`src/rtl/lsu_seq.sv`:
```
// lsu_seq: sequential load/store unit driving a byte-laned synchronous SRAM with RD_LAT read latency.
// Optional macro LSU_MISALIGN_EN: word-crossing accesses run as two beats instead of faulting.
module lsu_seq #(
    parameter int ADDR_W = 17,
    parameter int RD_LAT = 1
) (
    input  logic              clk,
    input  logic              rst,
    input  logic              req_v,
    output logic              req_rdy,
    input  logic [7:0]        mem_op,
    input  logic [ADDR_W-1:0] addr,
    input  logic [31:0]       wdata,
    output logic              resp_v,
    output logic              resp_err,
    output logic [31:0]       resp_data,
    output logic              dmem_en,
    output logic              dmem_we,
    output logic [3:0]        dmem_be,
    output logic [ADDR_W-3:0] dmem_addr,
    output logic [31:0]       dmem_wdata,
    input  logic [31:0]       dmem_rdata
);
    localparam int WA = ADDR_W - 2;

`ifdef LSU_MISALIGN_EN
    typedef enum logic [2:0] {IDLE, ISSUE0, ISSUE1, WAIT, RESP} state_t;
`else
    typedef enum logic [2:0] {IDLE, ISSUE0, WAIT, RESP} state_t;
`endif

    state_t state_q, state_d;
    logic        req_rdy_q, req_rdy_d, resp_v_q, resp_v_d, resp_err_q, resp_err_d;
    logic [31:0] resp_data_q, resp_data_d;
    logic        dmem_en_q, dmem_en_d, dmem_we_q, dmem_we_d;
    logic [3:0]  dmem_be_q, dmem_be_d;
    logic [WA-1:0] dmem_addr_q, dmem_addr_d;
    logic [31:0] dmem_wdata_q, dmem_wdata_d;
    logic        store_q, store_d, signed_q, signed_d;
    logic [1:0]  size_q, size_d, off_q, off_d;
    logic [RD_LAT-1:0] pipe_v_q, pipe_v_d;

    // Opcode decode: mem_op is one-hot active-low; size code 0=byte, 1=half, 2=word.
    logic [7:0]  op_n;
    logic        op_onehot, op_store, op_signed, req_legal;
    logic [1:0]  op_size;
    logic [3:0]  size_mask;
    logic [31:0] wdata_m;

    assign op_n      = ~mem_op;
    assign op_onehot = (op_n != 8'd0) && ((op_n & (op_n - 8'd1)) == 8'd0);
    assign op_store  = |op_n[7:5];
    assign op_signed = |op_n[1:0];
    assign op_size   = (op_n[7] | op_n[2]) ? 2'd2 :
                       (op_n[6] | op_n[4] | op_n[1]) ? 2'd1 : 2'd0;
    assign size_mask = (op_size == 2'd2) ? 4'hF : (op_size == 2'd1) ? 4'h3 : 4'h1;

    for (genvar gi = 0; gi < 4; gi++) begin : g_wmask
        assign wdata_m[8*gi +: 8] = size_mask[gi] ? wdata[8*gi +: 8] : 8'd0;
    end

`ifdef LSU_MISALIGN_EN
    logic [7:0]  lane_m;
    logic [63:0] wdata_rot;
    logic        split_q, split_d;
    logic [3:0]  be1_q, be1_d;
    logic [WA-1:0] addr1_q, addr1_d;
    logic [31:0] wdata1_q, wdata1_d, buf_lo_q, buf_lo_d;
    logic [RD_LAT-1:0] pipe_b1_q, pipe_b1_d;
    logic        cap_b1;

    assign lane_m    = {4'd0, size_mask} << addr[1:0];
    assign wdata_rot = {32'd0, wdata_m} << {addr[1:0], 3'b000};
    assign req_legal = op_onehot;
`else
    logic [3:0]  lane_m;
    logic [31:0] wdata_rot;
    logic        op_aligned;

    assign lane_m     = size_mask << addr[1:0];
    assign wdata_rot  = wdata_m << {addr[1:0], 3'b000};
    assign op_aligned = (op_size == 2'd2) ? (addr[1:0] == 2'b00) :
                        (op_size == 2'd1) ? ~addr[0] : 1'b1;
    assign req_legal  = op_onehot & op_aligned;
`endif

    // Read-return tracker: bit k set means a read beat's data arrives k+1 cycles after issue.
    logic rd_issue, cap_v, cap_last;
    assign rd_issue    = dmem_en_q & ~dmem_we_q;
    assign pipe_v_d[0] = rd_issue;
    for (genvar gi = 1; gi < RD_LAT; gi++) begin : g_pipe_v
        assign pipe_v_d[gi] = pipe_v_q[gi-1];
    end
    assign cap_v = pipe_v_q[RD_LAT-1];

    logic [31:0] ld_word, ld_ext;
`ifdef LSU_MISALIGN_EN
    assign pipe_b1_d[0] = (state_q == ISSUE1);
    for (genvar gi = 1; gi < RD_LAT; gi++) begin : g_pipe_b1
        assign pipe_b1_d[gi] = pipe_b1_q[gi-1];
    end
    assign cap_b1   = pipe_b1_q[RD_LAT-1];
    assign cap_last = cap_v & (cap_b1 == split_q);
    assign ld_word  = 32'({(cap_b1 ? dmem_rdata : 32'd0), (cap_b1 ? buf_lo_q : dmem_rdata)}
                          >> {off_q, 3'b000});
`else
    assign cap_last = cap_v;
    assign ld_word  = dmem_rdata >> {off_q, 3'b000};
`endif

    always_comb begin
        case (size_q)
            2'd0:    ld_ext = {{24{signed_q & ld_word[7]}}, ld_word[7:0]};
            2'd1:    ld_ext = {{16{signed_q & ld_word[15]}}, ld_word[15:0]};
            default: ld_ext = ld_word;
        endcase
    end

    always_comb begin
        state_d      = state_q;
        resp_v_d     = 1'b0;
        resp_err_d   = 1'b0;
        resp_data_d  = 32'd0;
        dmem_en_d    = 1'b0;
        dmem_we_d    = 1'b0;
        dmem_be_d    = 4'd0;
        dmem_addr_d  = '0;
        dmem_wdata_d = 32'd0;
        store_d      = store_q;
        signed_d     = signed_q;
        size_d       = size_q;
        off_d        = off_q;
`ifdef LSU_MISALIGN_EN
        split_d  = split_q;
        be1_d    = be1_q;
        addr1_d  = addr1_q;
        wdata1_d = wdata1_q;
        buf_lo_d = (cap_v & ~cap_b1) ? dmem_rdata : buf_lo_q;
`endif
        case (state_q)
            IDLE: begin
                if (req_v) begin
                    if (req_legal) begin
                        state_d      = ISSUE0;
                        store_d      = op_store;
                        signed_d     = op_signed;
                        size_d       = op_size;
                        off_d        = addr[1:0];
                        dmem_en_d    = 1'b1;
                        dmem_we_d    = op_store;
                        dmem_be_d    = lane_m[3:0];
                        dmem_addr_d  = addr[ADDR_W-1:2];
                        dmem_wdata_d = wdata_rot[31:0];
`ifdef LSU_MISALIGN_EN
                        split_d  = |lane_m[7:4];
                        be1_d    = lane_m[7:4];
                        addr1_d  = addr[ADDR_W-1:2] + WA'(1);
                        wdata1_d = wdata_rot[63:32];
`endif
                    end else begin
                        state_d    = RESP;
                        resp_v_d   = 1'b1;
                        resp_err_d = 1'b1;
                    end
                end
            end
            ISSUE0: begin
`ifdef LSU_MISALIGN_EN
                if (split_q) begin
                    state_d      = ISSUE1;
                    dmem_en_d    = 1'b1;
                    dmem_we_d    = store_q;
                    dmem_be_d    = be1_q;
                    dmem_addr_d  = addr1_q;
                    dmem_wdata_d = wdata1_q;
                end else
`endif
                if (store_q) begin
                    state_d  = RESP;
                    resp_v_d = 1'b1;
                end else begin
                    state_d = WAIT;
                end
            end
`ifdef LSU_MISALIGN_EN
            ISSUE1: begin
                if (store_q) begin
                    state_d  = RESP;
                    resp_v_d = 1'b1;
                end else begin
                    state_d = WAIT;
                end
            end
`endif
            WAIT: begin
                if (cap_last) begin
                    state_d     = RESP;
                    resp_v_d    = 1'b1;
                    resp_data_d = ld_ext;
                end
            end
            RESP:    state_d = IDLE;
            default: state_d = IDLE;
        endcase
        req_rdy_d = (state_d == IDLE);
    end

    always_ff @(posedge clk) begin
        if (!rst) begin
            state_q      <= IDLE;
            req_rdy_q    <= 1'b1;
            resp_v_q     <= 1'b0;
            resp_err_q   <= 1'b0;
            resp_data_q  <= 32'd0;
            dmem_en_q    <= 1'b0;
            dmem_we_q    <= 1'b0;
            dmem_be_q    <= 4'd0;
            dmem_addr_q  <= '0;
            dmem_wdata_q <= 32'd0;
            store_q      <= 1'b0;
            signed_q     <= 1'b0;
            size_q       <= 2'd0;
            off_q        <= 2'd0;
            pipe_v_q     <= '0;
`ifdef LSU_MISALIGN_EN
            split_q   <= 1'b0;
            be1_q     <= 4'd0;
            addr1_q   <= '0;
            wdata1_q  <= 32'd0;
            buf_lo_q  <= 32'd0;
            pipe_b1_q <= '0;
`endif
        end else begin
            state_q      <= state_d;
            req_rdy_q    <= req_rdy_d;
            resp_v_q     <= resp_v_d;
            resp_err_q   <= resp_err_d;
            resp_data_q  <= resp_data_d;
            dmem_en_q    <= dmem_en_d;
            dmem_we_q    <= dmem_we_d;
            dmem_be_q    <= dmem_be_d;
            dmem_addr_q  <= dmem_addr_d;
            dmem_wdata_q <= dmem_wdata_d;
            store_q      <= store_d;
            signed_q     <= signed_d;
            size_q       <= size_d;
            off_q        <= off_d;
            pipe_v_q     <= pipe_v_d;
`ifdef LSU_MISALIGN_EN
            split_q   <= split_d;
            be1_q     <= be1_d;
            addr1_q   <= addr1_d;
            wdata1_q  <= wdata1_d;
            buf_lo_q  <= buf_lo_d;
            pipe_b1_q <= pipe_b1_d;
`endif
        end
    end

    assign req_rdy    = req_rdy_q;
    assign resp_v     = resp_v_q;
    assign resp_err   = resp_err_q;
    assign resp_data  = resp_data_q;
    assign dmem_en    = dmem_en_q;
    assign dmem_we    = dmem_we_q;
    assign dmem_be    = dmem_be_q;
    assign dmem_addr  = dmem_addr_q;
    assign dmem_wdata = dmem_wdata_q;
endmodule

```
`config.mk`:
```
export PLATFORM = sky130hd
export DESIGN_NAME = lsu_seq
export DESIGN_NICKNAME = d
export VERILOG_FILES = /design/src/rtl/lsu_seq.sv
export SDC_FILE = /design/constraint.sdc
export NUM_CORES = 1
export LEC_CHECK = 0
export ABC_AREA = 1
export CORE_ASPECT_RATIO = 1.1
export CORE_UTILIZATION = 38
export CTS_CLUSTER_SIZE = 25
export DETAILED_ROUTE_END_ITERATION = 8
export GPL_TIMING_DRIVEN = 0
export PLACE_DENSITY = 0.77
export SKIP_CTS_REPAIR_TIMING = 1
export SLEW_MARGIN = 15
export SYNTH_ARGS = -nofsm -noshare
export SYNTH_HDL_FRONTEND = slang
export SYNTH_SLANG_ARGS = --single-unit
```
`constraint.sdc`:
```
create_clock -name clk -period 1.34 [get_ports clk]
set_input_delay 0.268 -clock clk [delete_from_list [all_inputs] [get_ports clk]]
set_output_delay 0.268 -clock clk [all_outputs]
set_load 0.01 [all_outputs]
```
# ---- After elaboration in Yosys (flattened, before gate mapping)
# Index checks and enable logic that the tools add are counted.
# Widths: inputs -> output; s select.
dict set report classes {
  n_shift 3
  n_eq_ne 5
  n_bitwise 11
  reduce_logical 14
  div 0
  add_sub_neg 1
  muxes 22
  n_mul 0
  order_cmp 0
}
# cell n
set ops {}
lappend ops {{$pmux 32 s2} 1}
lappend ops {{$mux 8} 4}
lappend ops {{$shl 32x5->32} 1}
lappend ops {{$shr 32x5->32} 1}
lappend ops {{$mux 1} 9}
lappend ops {{$pmux 3 s3} 1}
lappend ops {{$reduce_and 3->1} 3}
lappend ops {{$and 8x8->8} 1}
lappend ops {{$logic_not 8->1} 1}
lappend ops {{$not 8->8} 1}
lappend ops {{$reduce_bool 8->1} 1}
lappend ops {{$sub 8x1->8 const B} 1}
lappend ops {{$logic_not 3->1} 2}
lappend ops {{$mux 2} 3}
lappend ops {{$mux 3} 2}
lappend ops {{$and 1x1->1} 4}
lappend ops {{$eq 2x1->1 const B} 2}
lappend ops {{$logic_not 2->1} 2}
lappend ops {{$mux 4} 1}
lappend ops {{$reduce_and 4->1} 1}
lappend ops {{$shl 4x2->4} 1}
lappend ops {{$eq 3x1->1 const B} 1}
lappend ops {{$eq 3x2->1 const B} 1}
lappend ops {{$or 1x1->1} 3}
lappend ops {{other kinds (7)} 8}
dict set report totals {
  latchBits 0
  romBits 0
  output_inout_bits 88
  mem_bits_rw 0
  reg_bits 98
  memories 0
}

# ---- Depth between registers and ports, before layout
# Gate-level depths: netlist of the first run.
dict set report depth {
  ltp_word 13
  ltp_mapped 11
}

# ---- Worst setup path after synthesis of the first run
# Ideal clock, no wire load.
dict set report synth_timing {
  path_kind {register to register}
  startpoint {register off_q[0]}
  endpoint {register resp_data_q[19] (netlist: resp_data[19])}
  path_buffers 2
  period_less_slack_ns 1.485
  path_stages_with_launch 11
  t_arrival_ns 1.370
  slack_ns -0.145
  required_ns 1.225
  cell_sequence {dfxtp_1 -> buf_2 -> inv_2 -> nand2_1 -> nand2_1 -> o21a_1 -> nand3_2 -> nand2_1 -> buf_2 -> o21ai_0 -> inv_1}
}
dict set report synth_between {
  elab_chain_len 3
}
# element line_no
set synth_rtl {}
lappend synth_rtl {{start, declared} 40} ;# logic [1:0] size_q, size_d, off_q, off_d;
lappend synth_rtl {{start signal, assigned} 223} ;# off_q <= 2'd0;
lappend synth_rtl {{start signal, assigned} 247} ;# off_q <= off_d;
lappend synth_rtl {{$shr 32x5->32 (*)} 108} ;# assign ld_word = dmem_rdata >> {off_q, 3'b000};
lappend synth_rtl {{$and 1x1->1, on equally long branches} {114, 113}}
lappend synth_rtl {{$pmux 32 s2 (*)} 112} ;# case (size_q)
lappend synth_rtl {{end signal, assigned} 238} ;# resp_data_q <= resp_data_d;
lappend synth_rtl {{end, declared} 34} ;# logic [31:0] resp_data_q, resp_data_d;
# Every way passes the cells marked *; elsewhere a longest branch is shown, timed or not.
# A chain may end at the register's enable or synchronous reset.

# ---- Final worst setup path of the first run
dict set report layout_timing {
  startpoint {register state_q[1]}
  endpoint {register dmem_wdata_q[14] (netlist: dmem_wdata[14])}
}
dict set report layout_between {
  elab_chain_len 2
}
# element line_no
set layout_rtl {}
lappend layout_rtl {{start, declared} 32} ;# state_t state_q, state_d;
lappend layout_rtl {{start signal, assigned} 234} ;# state_q <= state_d;
lappend layout_rtl {{$logic_not 3->1} 140} ;# case (state_q)
lappend layout_rtl {{$reduce_and 4->1 (no line)} --}
lappend layout_rtl {{end signal, assigned} 243} ;# dmem_wdata_q <= dmem_wdata_d;
lappend layout_rtl {{end, declared} 38} ;# logic [31:0] dmem_wdata_q, dmem_wdata_d;
# Every way passes these cells.

==> results_dict.tcl, run 1 <==
set metrics [dict create \
    outcome "finished with violations" \
    violations "negative setup slack" \
    dp_cells 908 \
    timing.final.crit_share 1.10 \
    gp_congestion 0.972 \
    portBuffers 177 \
    powerDensity_mw_per_mm2 891 \
    io_pins 180 \
    start_util 0.392 \
    finalClockSkew_ps 7.04 \
    grt_pass1_vias 4455 \
    die_w_microns 101 \
    synth_nets 680 \
    start_kind "register" \
    maxSlewViolCount 0 \
    multi_input_area_sq_mm 0.00211 \
    min_from "rst" \
    fp.coreArea_sq_mm 0.0104 \
    required_ps 1630 \
    grt_pass1_wl_microns 20600 \
    drt_iter0_markers 172 \
    r2r_end "dmem_wdata[14]" \
    synth.largest_area_cell "dfxtp_1" \
    slowest_stage "dfxtp_2" \
    synthFlopType "dfxtp_1" \
    worstPathArrival_ps 1750 \
    cpPeakStageDelay_ps 340 \
    rows 39 \
    cp-end-kind "register" \
    yosysMostFrequentCell "nand2_1" \
    synth_cell_type_count 29 \
    root_buffer "clkbuf_16" \
    rrSetupSlack_ps -130 \
    setup_slack_ps -129 \
    synth_common_cells "nand2_1, dfxtp_1, nor2_1" \
    n_fill_cell 833 \
    path_max_fanout 8 \
    dr_total_vias 4717 \
    dp.final_hpwl_microns 10100 \
    final.min_clock_period_ps 1470 \
    slew_headroom 0.539 \
    wl_per_cell_microns 15.6 \
    synthCells 588 \
    holdWs_ps 228 \
    r2r_start "state_q[1]" \
    async_flop_share 0 \
    cts_tree "done" \
    yosys_warnings 0 \
    p_leak_uw 0.00481 \
    synth_seq_area_share 0.479 \
    drc_errors 0 \
    clock.fmax_mhz 681 \
    path_common_cell "nand3_4" \
    peakVddDrop_v 0.000553 \
    crit_type "reg2reg" \
    design_area_sq_mm 0.00732 \
    worst_pin_slew_ps 689 \
    syn_avg_cell_area_sq_um 6.96 \
    grt_max_degree 17 \
    place_area_sq_mm 0.00609 \
    min_to "cap_last" \
    fp.dieArea_sq_mm 0.0112 \
    clkLatencyLatePin_ps 340 \
    crit_path_cell_trace "inv_2 > nand3_4 > nor3_4 > nand3_4 > inv_6 > nand2_8 > clkbuf_16 > nor2_4" \
    grt_usage 0.239 \
    totalWireLength_microns 14900 \
    ys_top_cells_by_area "dfxtp_1, nand2_1, nor2_1" \
    rsz0062_at_grt "true" \
    viasPerCell 4.97 \
    drive_above_1_share 0.190 \
    synth_top_area_share 0.479 \
    htree_num_levels 3 \
    antenna_found_initial 0 \
    layout.nets 894 \
    layout.cells.non_filler 949 \
    hold_class "in2reg" \
    cts_buffer_depth 2 \
    synth_seq_cells 98 \
    p_total_uw 6520 \
    clk_pin_slew_ps 70 \
    synthesis.area_sq_mm 0.00409 \
    ff2ff_path_depth 8 \
    cap_violations 0 \
    hold_viol 0 \
    dieHeight_microns 111 \
    ant_nets 0 \
    whs_path_depth 3 \
    dr.pass1.iters 5 \
    cts_made_buffers 9 \
    regArea_sq_mm 0.00197 \
    syn_to_final_growth_pct 78.8 \
    cts_sinks 98 \
    grt.overflow.total 0 \
    final_util 0.701 \
    synth_edf_count 0 \
    diodes 0 \
    setup_viol 44 \
]
==> critical path, delay by kind of cell (launching register included) <==
family	cells	cell delay, ps
buffers and inverters	3	400
and+or+nand+nor	5	650
DFF	1	340
==> metrics by stage <==
stage | worst slack [ps] | TNS, ps
after global placement | -896 | -54180
after detailed placement | -918 | -59010
after CTS | -599 | -44420
final | -129 | -2610
after global routing | -210 | -7490
after floorplan | -12.5 | -124
==> power breakdown <==
part	internal, uW	switching, uW	total (uW)
combinational	361	383	744
sequential	2920	6.93	2930
clock	1690	1160	2850
total	4980	1550	6520
==> sequential cells by signal, summed over array words and instances, names as in the netlist <==
signal and cells:
resp_data 32, store_q 1, req_rdy 1, resp_err 1, resp_v 1, cap_last 1, signed_q 1, dmem_be 4
dmem_we 1, state_q 3, dmem_en 1, dmem_addr 15, dmem_wdata 32, off_q 2, size_q 2
==> cells by family after synthesis <==
logic type,after synthesis,synth area share
simple gates,300,0.307
buf+inv,99,0.0948
flops,98,0.479
compound gates,90,0.118
other cells,1,0.000916
==> area by class of cell <==
| type | instances | area share |
|---|---|---|
| clock buffers | 10 | 0.0326 |
| repair buffers | 203 | 0.305 |
| multi-input cells | 392 | 0.289 |
| clock inverters | 5 | 0.0116 |
| flip-flops and latches | 98 | 0.269 |
| plain buffers | 29 | 0.0313 |
| inverters | 69 | 0.0378 |
| well taps | 143 | 0.0244 |
==> worst max path at each step <==
stage,startpoint,endpoint,slack (ps),cells after the start
final,state_q[1],dmem_wdata[14],-130,8
after global routing,state_q[1],dmem_wdata[13],-210,8
after CTS,addr[0],dmem_wdata[22],-600,8
after detailed placement,mem_op[1],dmem_wdata[29],-920,9
after global placement,addr[0],dmem_wdata[20],-900,8
after floorplan,rst,dmem_wdata[10],-10,8
==> metal layers <==
layer / GRT usage / share of wire / up-vias
met5: 0 / 0 / -
met4: 0.111 / 0.027 / 0
met3: 0.0649 / 0.085 / 36
met2: 0.417 / 0.51 / 239
met1: 0.265 / 0.38 / 2168
li1: - / - / 2274
==> cells in the final DEF, fill, tap and decap left out, types with 7 or more instances in the layout <==
master           count
nand3_1             27
o21ai_2             13
a21oi_1             27
clkdlybuf4s50_1     79
clkbuf_2            10
a21oi_2              7
inv_1               62
dlymetal6s2s_1      93
nor2_4              23
o21ai_1             11
nand2_1            163
nor2_2               8
buf_6                8
clkbuf_16           11
dfxtp_1             94
nor2_1              54
buf_4               22
o21ai_0             22
Power figures use the tool's default switching activity.
==> inputs of run 2 (changes only) <==
--- a/config.mk
+++ b/config.mk
@@ -13,6 +13,7 @@
 export GPL_TIMING_DRIVEN = 0
 export PLACE_DENSITY = 0.77
 export SKIP_CTS_REPAIR_TIMING = 1
+export SKIP_LAST_GASP = 1
 export SLEW_MARGIN = 15
 export SYNTH_ARGS = -nofsm -noshare
 export SYNTH_HDL_FRONTEND = slang
==> results_dict.tcl, run 2 (synthesized netlist as in run 1, its figures left out) <==
set metrics [dict create \
    setup_viol 50 \
    gp_congestion 0.972 \
    diodes 0 \
    rows 39 \
    powerDensity_mw_per_mm2 892 \
    cts_buffer_depth 2 \
    hold_class "in2reg" \
    clk_pin_slew_ps 70 \
    fp.dieArea_sq_mm 0.0112 \
    slew_headroom 0.540 \
    outcome "finished with violations" \
    min_from "rst" \
    htree_num_levels 3 \
    rsz0062_at_grt "true" \
    fp.coreArea_sq_mm 0.0104 \
    path_common_cell "nand3_4" \
    finalClockSkew_ps 5.90 \
    dr_total_vias 4707 \
    required_ps 1620 \
    cap_violations 0 \
    layout.nets 894 \
    slowest_stage "dfxtp_2" \
    portBuffers 177 \
    crit_type "reg2reg" \
    cp-startpoint "state_q[0]" \
    grt_max_degree 17 \
    design_area_sq_mm 0.00730 \
    drt_iter0_markers 203 \
    setup_slack_ps -131 \
    n_fill_cell 835 \
    cts_sinks 98 \
    path_max_fanout 8 \
    grt_usage 0.239 \
    pre_cts_ws_ps -918 \
    holdWs_ps 228 \
    final_common_cell "nand2_1" \
    drive_above_1_share 0.186 \
    cpPeakStageDelay_ps 320 \
    clock.fmax_mhz 680 \
    viasPerCell 4.96 \
    antenna_found_initial 0 \
    io_pins 180 \
    wl_per_cell_microns 15.4 \
    grt.overflow.total 0 \
    layout_common_cells "nand2_1, dfxtp_1, dlymetal6s2s_1, clkdlybuf4s50_1, inv_1" \
    ant_nets 0 \
    dp.final_hpwl_microns 10100 \
    grt_pass1_wl_microns 20600 \
    syn_to_final_growth_pct 78.3 \
    crit_buf_inv 3 \
    dieHeight_microns 111 \
    p_leak_uw 0.00479 \
    hold_viol 0 \
    worst_pin_slew_ps 688 \
    final.min_clock_period_ps 1470 \
    root_buffer "clkbuf_16" \
    start_util 0.392 \
    worstPathArrival_ps 1760 \
    cpLargestDelayFamily "simple AND/OR/NAND/NOR gates" \
    peakVddDrop_v 0.000548 \
    final_util 0.699 \
    dp_cells 908 \
    maxSlewViolCount 0 \
    clkLatencyLatePin_ps 340 \
    violations "negative setup slack" \
    r2r_start "state_q[0]" \
    cts_made_buffers 9 \
    grt_pass1_vias 4455 \
    layout.cells.non_filler 949 \
    place_area_sq_mm 0.00609 \
    start_kind "register" \
    dr.pass1.iters 4 \
    totalWireLength_microns 14600 \
    cp-end-kind "register" \
    die_w_microns 101 \
    cts_tree "done" \
    crit_path_cell_trace "inv_2 > nand3_4 > nor3_4 > nand3_4 > inv_6 > nand2_8 > clkbuf_16 > nor2_4" \
    timing.final.crit_share 1.10 \
    drc_errors 0 \
]
run 2: cell type report:
cell class,count,area (sq um),share of cell area
Buffer,29,224,0.0307
Timing Repair Buffer,203,2230,0.305
Sequential cell,98,1970,0.269
Clock buffer,10,239,0.0328
Inverter,69,272,0.0372
Multi-Input combinational cell,392,2100,0.288
Tap cell,143,179,0.0245
Clock inverter,5,85.1,0.0117
run 2: metrics by stage:
step / power, uW / TNS, ps
after floorplan: 3270 / -124
after global routing: 6710 / -8540
after global placement: 3640 / -54180
after detailed placement: 3650 / -59010
final: 6510 / -3330
after CTS: 6430 / -44420
run 2: per-layer routing:
layer,GRT usage,vias up,share of wire
met5,0,-,0
met1,0.265,2163,0.38
met3,0.0649,32,0.086
li1,-,2273,-
met2,0.417,239,0.51
met4,0.111,0,0.026
run 2: final timing paths:
check,end,slack [ps],cells past startpoint
worst max register to register,dmem_wdata[14],-130,8
worst min-delay path,cap_last,230,3
worst min register to register,cap_last,410,1
worst max-delay path,dmem_wdata[14],-130,8
run 2: power by group:
group	internal (uW)	switching, uW	total (uW)
clock network	1690	1150	2840
logic	361	380	741
registers	2920	6.32	2930
run 2: worst min-delay path, stage by stage:
cell and delay [ps]:
buf_2 150, nand2_1 70, nor2_1 40
